File: config.mk
export PLATFORM = sky130hd
export DESIGN_NAME = piso_serializer
export DESIGN_NICKNAME = d
export VERILOG_FILES = /design/src/rtl/piso_serializer_pkg.sv /design/src/rtl/piso_serializer_bit_counter_en.sv /design/src/rtl/piso_serializer.sv
export SDC_FILE = /design/constraint.sdc
export NUM_CORES = 1
export LEC_CHECK = 0
export ABC_CLOCK_PERIOD_IN_PS = 1750
export CORE_MARGIN = 2
export CORE_UTILIZATION = 40
export CTS_CLUSTER_DIAMETER = 60
export DETAILED_ROUTE_END_ITERATION = 10
export PLACE_DENSITY = 0.63
export SKIP_CTS_REPAIR_TIMING = 1
export SYNTH_ARGS = -nofsm -noshare
export SYNTH_HDL_FRONTEND = slang
export SYNTH_SLANG_ARGS = --single-unit
File: constraint.sdc
create_clock -name clk -period 1.75 [get_ports clk]
set_input_delay 0.35 -clock clk [delete_from_list [all_inputs] [get_ports clk]]
set_output_delay 0.35 -clock clk [all_outputs]
set_load 0.05 [all_outputs]
File: src/rtl/piso_serializer_pkg.sv
// Shared types and helpers for the PISO serializer and its matching SIPO receiver.
package piso_serializer_pkg;

  typedef enum logic {
    IDLE  = 1'b0,
    SHIFT = 1'b1
  } state_t;

  localparam bit BIT_ORDER_MSB_FIRST = 1'b1;
  localparam bit BIT_ORDER_LSB_FIRST = 1'b0;

  // Bit-counter width for a word of w bits; guarded so a degenerate width still yields one bit.
  function automatic int unsigned cnt_width(input int unsigned w);
    return (w < 2) ? 1 : $clog2(w);
  endfunction

endpackage

File: src/rtl/piso_serializer_bit_counter_en.sv
// Up-counter with clear and enable; wraps to zero after reaching LAST and flags that value.
module bit_counter_en #(
  parameter int unsigned WIDTH = 3,
  parameter int unsigned LAST  = 7
) (
  input  logic             clk,
  input  logic             rst,
  input  logic             clear,
  input  logic             en,
  output logic [WIDTH-1:0] count,
  output logic             terminal_c
);

  localparam logic [WIDTH-1:0] LAST_VAL = WIDTH'(LAST);

  assign terminal_c = (count == LAST_VAL);

  always_ff @(posedge clk or posedge rst) begin
    if (rst) begin
      count <= '0;
    end else if (clear) begin
      count <= '0;
    end else if (en) begin
      count <= terminal_c ? '0 : count + WIDTH'(1);
    end
  end

endmodule

File: src/rtl/piso_serializer.sv
// Parallel-in/serial-out transmitter: accepts a word on valid/ready, emits one bit per shift_en edge.
module piso_serializer
  import piso_serializer_pkg::*;
#(
  parameter int unsigned BITWIDTH  = 16,
  parameter bit          MSB_FIRST = 1'b1
) (
  input  logic                clk,
  input  logic                rst,
  input  logic                in_valid,
  output logic                in_ready,
  input  logic [BITWIDTH-1:0] in_data,
  input  logic                shift_en,
  output logic                ser_out,
  output logic                ser_valid,
  output logic                frame_start,
  output logic                busy
);

  localparam int unsigned CW = cnt_width(BITWIDTH);

  state_t              state, state_n;
  logic [BITWIDTH-1:0] sr, sr_n;
  logic                ser_out_n, ser_valid_n, frame_start_n, in_ready_n;
  logic                cnt_clear_c, cnt_en_c, cnt_terminal_c;
  logic [CW-1:0]       cnt;

  bit_counter_en #(
    .WIDTH (CW),
    .LAST  (BITWIDTH - 1)
  ) u_bit_counter (
    .clk        (clk),
    .rst        (rst),
    .clear      (cnt_clear_c),
    .en         (cnt_en_c),
    .count      (cnt),
    .terminal_c (cnt_terminal_c)
  );

  assign busy = (state == SHIFT);

  always_ff @(posedge clk or posedge rst) begin
    if (rst) begin
      state       <= IDLE;
      sr          <= '0;
      ser_out     <= 1'b0;
      ser_valid   <= 1'b0;
      frame_start <= 1'b0;
      in_ready    <= 1'b0;
    end else begin
      state       <= state_n;
      sr          <= sr_n;
      ser_out     <= ser_out_n;
      ser_valid   <= ser_valid_n;
      frame_start <= frame_start_n;
      in_ready    <= in_ready_n;
    end
  end

  // Next-state logic; ser_out holds between bits, ser_valid/frame_start are single-cycle pulses.
  always_comb begin
    state_n       = state;
    sr_n          = sr;
    ser_out_n     = ser_out;
    ser_valid_n   = 1'b0;
    frame_start_n = 1'b0;
    in_ready_n    = in_ready;
    cnt_clear_c   = 1'b0;
    cnt_en_c      = 1'b0;
    case (state)
      IDLE: begin
        if (in_valid && in_ready) begin
          sr_n        = in_data;
          cnt_clear_c = 1'b1;
          in_ready_n  = 1'b0;
          state_n     = SHIFT;
        end else begin
          in_ready_n = 1'b1;
        end
      end
      SHIFT: begin
        if (shift_en) begin
          if (MSB_FIRST == BIT_ORDER_MSB_FIRST) begin
            ser_out_n = sr[BITWIDTH-1];
            sr_n      = {sr[BITWIDTH-2:0], 1'b0};
          end else begin
            ser_out_n = sr[0];
            sr_n      = {1'b0, sr[BITWIDTH-1:1]};
          end
          ser_valid_n   = 1'b1;
          frame_start_n = (cnt == '0);
          cnt_en_c      = 1'b1;
          if (cnt_terminal_c) begin
            state_n    = IDLE;
            in_ready_n = 1'b1;
          end
        end
      end
      default: state_n = IDLE;
    endcase
  end

endmodule

==> run_results.csv <==
group,metric,value,unit
place,dp_cells,145,
place,gp_congestion,0.675,
sta,hold_viol,0,
routing,drt_iter0_markers,18,
synthesis,synth-edff-count,0,
final_layout,final_nets,141,
synthesis,synth_top_family_by_area,"multiplexers",
clock_tree,clock_path_buffers,2,
grt,grt_pass1_vias,805,
place,io_buffers,24,
critical_path,path_class,"register to primary output",
sta,fin_setup_tns,0,ns
synthesis,ys_seq_elements,25,
power,p_sw_share,34.6,%
synthesis,yosys_warnings,0,
clock_tree,root_buffer,"clkbuf_4",
grt,antenna_found_initial,0,
clock_tree,htreeDepth,1,
critical_path,r2r-start,"busy",
sta,fin_crit_sh,86.0,%
synthesis,synth_top_area_share,51.6,%
grt,grt_max_degree,26,
synthesis,yosysSeqAreaShare,51.6,%
synthesis,synthMuxAreaShare,31.4,%
critical_path,worstSetupStartpoint,"busy",
critical_path,critPathMaxStageDelay,0.49,ns
power,p_leak,0.716,nW
power,p_comb_share,51.8,%
clock_tree,cts_made_buffers,3,
clock_tree,cts_sinks,25,
floorplanning,core.rowCount,19,
sta,fin_worst_skew,0.0214,ns
routing,drt_first_pass_iters,4,
critical_path,worstReg2RegEnd,"sr[5]",
synthesis,yosys-top-cells-area,"dfrtp_1 52%, mux2_2 22%, mux2_4 7.4%, inv_1 2.2%, ha_1 2.1%",
synthesis,synthTopCellsByCount,"25 x dfrtp_1, 24 x mux2_2, 7 x inv_1",
grt,track_usage,14.1,%
synthesis,ys_types,21,
synthesis,synth-simple-area-share,2.99,%
critical_path,worstPathMaxFanout,21,
final_layout,drive_gt1_share,39.8,%
grt,overflow,0,
sta,worst_pin_slew,0.330,ns
critical_path,start_kind,"register",
grt,grt_pass1_wl,3660,microns
run,maxCapViolCount,0,
routing,via_count,780,
synthesis,synth_xor_area_share,0.722,%
routing,routedWlPerCell,13.5,microns
critical_path,crit_family,"flip-flops",
critical_path,worstPathCellList,"buf_12 > buf_12",
power,seqPwrFrac,38.0,%
synthesis,syn_area_per_cell,13.8,sq um
critical_path,required,1.40,ns
final_layout,fin_util,54.9,%
synthesis,ys.flop_type,"dfrtp_1",
floorplanning,coreArea,2830,sq um
floorplanning,start_util,42.9,%
routing,drtAntennaViolNets,0,
critical_path,critPathBufInv,2,
synthesis,syn-num-nets,110,
clock_tree,clk_pin_slew,0.15,ns
power,powerDensity,1680,nW/um^2
place,dp_hpwl,1440,microns
sta,fin_crit,1.51,ns
critical_path,critPathArrivalTime,1.16,ns
synthesis,synth.most_common_cell,"dfrtp_1",
power,vdd_drop_max,0.000666,V
critical_path,cp-endpoint,"busy",
floorplanning,dieWidth,59.1,microns
hold_path,min_path_type,"input port to asynchronous set/reset pin",
clock_tree,tritoncts,"built",
sta,max_freq,664,MHz
synthesis,synth-async-reset-ratio,100,%
synthesis,yosys.area.top_type,"dfrtp_1",
floorplanning,die-area,3490,sq um
routing,wl,2020,microns
critical_path,crit_path_frequent_cell,"buf_12",
sta,drv_slew,0,
run_status,outcome,"completed",
final_layout,diodes,0,
sta,finalWorstSetupSlack,0.244,ns
sta,rsz0062_at_grt,"false",
critical_path,regToRegSetupSlack,0.35,ns
routing,vias_per_cell,5.23,
final_layout,syn2layout_area_growth,28.2,%
critical_path,crit_slowest_cell,"dfrtp_1",
synthesis,synth_cells,88,
synthesis,synth_compound_area_share,6.50,%
sta,slew_headroom,77.7,%
routing,drcViolationCount,0,
final_layout,layoutNonFillerInstCount,149,
power,p_clk_share,10.2,%
final_layout,num-fill-cells,259,
critical_path,cp_num_cells,2,
critical_path,worstRegToRegCells,3,
floorplanning,ios,25,
power,power_switching,0.000901,W
place,dpl_worst_slack,0.0291,ns
power,power.internal,0.00171,W
synthesis,syn_area,1210,sq um
clock_tree,clock_latency,0.33,ns
sta,finalSetupViolations,0,
synthesis,synth_fa_ha_area_share,2.06,%
floorplanning,chipHeight,59.1,microns
critical_path,cp-end-kind,"primary output",
[routing by layer]
metal / vias to the layer above / GRT usage, % / routed length (microns)
met2: 16 / 24.9 / 999
met1: 393 / 17.0 / 911
met5: - / 0 / 0
met4: 0 / 2.92 / 16
met3: 2 / 4.15 / 89
li1: 369 / - / -
[per-stage QoR]
stage          instance area (sq um)  power, W  hold slack [ns]
4_1_cts                         1550   0.00264            0.377
3_3_place_gp                    1520   0.00234            0.466
6_report                        1550   0.00261            0.352
5_1_grt                         1550   0.00281            0.367
2_1_floorplan                   1210   0.00201            0.377
3_5_place_dp                    1520   0.00237            0.472
[power groups by stage]
stage	Clock, W	Sequential, W	Combinational (W)
after floorplan	0	0.00112	0.000888
final	0.000265	0.000990	0.00135
after global routing	0.000302	0.00103	0.00148
after global placement	0	0.000996	0.00134
after detailed placement	0	0.00100	0.00137
after CTS	0.000276	0.000990	0.00138
[area by class of cell]
class                           instances  area, sq um  share of cell area (%)
Multi-Input combinational cell         53          529                    34.1
Clock inverter                          1         7.51                   0.483
Sequential cell                        25          627                    40.3
Inverter                                7         26.3                    1.69
Tap cell                               31         38.8                    2.50
Clock buffer                            3         22.5                    1.45
Timing Repair Buffer                   29          303                    19.5
[worst reg2reg max path, cell delays in order, from the launching register on]
cell and delay (ns):
dfrtp_1 0.49, buf_12 0.20, mux2_2 0.35, mux2_2 0.26
[sequential cells by signal, indices dropped and copies added, names as in the netlist]
name                 count
busy                     1
in_ready                 1
ser_valid                1
sr                      16
ser_out                  1
u_bit_counter.count      4
frame_start              1
[worst min path at each step]
stage	endpoint	startpoint	cells past startpoint	slack [ns]
6_report	ser_valid	rst	3	0.35
5_1_grt	ser_valid	rst	3	0.37
4_1_cts	frame_start	rst	3	0.38
3_3_place_gp	frame_start	u_bit_counter.count[3]	1	0.47
2_1_floorplan	busy	rst	1	0.38
3_5_place_dp	frame_start	u_bit_counter.count[3]	1	0.47
[layout by cell type (no fill, tap or decap), types with 2 or more instances in the layout]
cell,instances
a21oi_1,2
buf_12,3
inv_1,7
mux2i_1,2
mux2_4,6
ha_1,2
nand2_1,3
mux2_2,24
nand3_1,2
clkdlybuf4s50_1,19
clkbuf_4,3
o21ai_0,3
o22ai_1,2
dfrtp_1,24
buf_4,7
[cell families (layout without fill, tap and decap cells)]
group,after synthesis,in the layout
multiplexers,32,32
flip-flops,25,25
AO/OA/AOI/OAI,11,11
buffers and inverters,10,40
AND/OR/NAND/NOR,7,7
adder cells (fa/ha/maj),2,2
XOR/XNOR,1,1
(Power assumes the default switching activity.)
==> edit: new RTL, same flow settings <==
Set the parameter `BITWIDTH` to 32 (it was 16).
--- a/src/rtl/piso_serializer.sv
+++ b/src/rtl/piso_serializer.sv
@@ -4,3 +4,3 @@
 #(
-  parameter int unsigned BITWIDTH  = 16,
+  parameter int unsigned BITWIDTH  = 32,
   parameter bit          MSB_FIRST = 1'b1
Interface: changed (resized in_data); port bits go from 25 to 41. The function was not compared with the original's and may differ.
==> edit against the original RTL <==
Final area up 76%; area after synthesis up 67%; power up 51%; cell count up 100%; sequential cell count up 17; synthesized cell count up 110%; via count up 99%; first-iteration DRC count rose to 4.3 times the old value; setup slack worse by 0.10 ns; global-route usage up 2.6 points; routed wire length up 110%; clock power rose to 3.6 times the old value.
==> edit: results <==
run_status:
  status: "complete, no violations"
layout:
  fillers: 458
  reg_top3: "sr: 32 flops, u_bit_counter.count: 5 flops"
  num_antenna_cells: 0
  nNetsFinal: 273
  layout-drive-gt1-share_pct: 13.2
sta:
  holdWs_ns: 0.390
  finClkSkew_ns: 0.00500
  tightestPinTransition_ns: 0.445
clock_network:
  h-tree-depth: 2
  numCtsBuffers: 5
  clock_latency_ns: 0.29
  path_clk_slew_ns: 0.08
  clockRootBuffer: "clkbuf_8"
power_and_ir_drop:
  power_leakage_nw: 1.39
  ir_drop_v: 0.000663
setup_path:
  r2r-start: "u_bit_counter.count[0]"
  rr_worst_depth: 5
  cpPeakStageDelay_ns: 0.41
  reg2reg_slack_ns: 0.14
  critPathMaxFanout: 4
  reg2reg_to: "u_bit_counter.count[0]"
yosys:
  ys_seq_area_share_pct: 51.8
  synth.distinct_cells: 29
  yosysWarningCount: 0
  synth_area_leaders: "dfrtp_1 52%, mux2i_1 15%, nand3_1 7.6%"
  syn-num-nets: 227
  synthTopCellsByCount: "42 x dfrtp_1, 31 x mux2i_1, 31 x nand3_1, 30 x o21ai_1"
global_routing:
  grt_pass1_wl_um: 7080
  antenna_found_initial: 0
  grt_usage_pct: 16.8
  grt_pass1_vias: 1527
  grt_max_degree: 43
detailed_routing:
  vias: 1555
  routed_wl_um: 4260
  drt_iter0_markers: 78
  dr.pass1.iters: 5
  wl_met1_um: 2100
  top_layer: "met4"
  met3_length_um: 201
  antenna_left: 0
  dr_wl_met2_um: 1910
hold_path:
  hp-class: "input port to asynchronous set/reset pin"
place:
  gp_congestion: 0.742
  io_buffers: 40
  dp_hpwl_um: 2820
-- edit: worst max-delay path by stage --
stage / startpoint / endpoint / slack [ns]
4_1_cts: u_bit_counter.count[0] / u_bit_counter.count[2] / 0.16
6_report: u_bit_counter.count[0] / u_bit_counter.count[0] / 0.14
3_5_place_dp: in_valid / u_bit_counter.count[3] / 0.06
3_3_place_gp: in_valid / u_bit_counter.count[3] / 0.08
5_1_grt: u_bit_counter.count[0] / u_bit_counter.count[2] / 0.05
2_1_floorplan: u_bit_counter.count[0] / u_bit_counter.count[0] / 0.29
-- edit: stage by stage --
| stage | worst slack, ns | std cells | utilization, % | cell area (um^2) |
|---|---|---|---|---|
| 2_1_floorplan | 0.289 | 187 | - | 2030 |
| 3_3_place_gp | 0.0805 | 293 | 53.6 | 2580 |
| 3_5_place_dp | 0.0634 | 293 | 53.6 | 2580 |
| 4_1_cts | 0.155 | 301 | 56.5 | 2720 |
| 5_1_grt | 0.0480 | 301 | 56.7 | 2730 |
| 6_report | 0.140 | 301 | 56.7 | 2730 |
-- edit: routing by layer --
metal,GRT usage [%],vias to the layer above
met2,26.5,36
li1,-,766
met4,4.09,0
met3,4.55,4
met5,0,-
met1,23.1,749
-- edit: power by group --
group | internal (mW) | total (mW) | switching [mW]
registers | 1.36 | 1.61 | 0.251
logic | 0.665 | 1.37 | 0.706
clock network | 0.609 | 0.943 | 0.334
-- edit: kinds of logic after synthesis --
group,after synthesis,share of synthesized area [%]
muxes,32,15.8
adders and majority gates,4,2.46
buffers and inverters,19,5.61
DFF,42,51.8
AOI/OAI and AO/OA,38,10.3
and+or+nand+nor,52,14.0
-- edit: critical path: cells and delay by family (launching register included) --
| kind | cells | cell delay, ns |
|---|---|---|
| AOI/OAI and AO/OA | 1 | 0.08 |
| adders and majority gates | 2 | 0.47 |
| DFF | 1 | 0.41 |
| and+or+nand+nor | 2 | 0.56 |
-- edit: cell type report --
| type | count | share of cell area, % |
|---|---|---|
| clock buffer | 6 | 3.02 |
| clock inverter | 2 | 2.20 |
| inverter | 5 | 0.687 |
| multi-input combinational | 126 | 31.9 |
| sequential | 42 | 38.5 |
| tap | 67 | 3.07 |
| timing repair buffer | 53 | 20.5 |
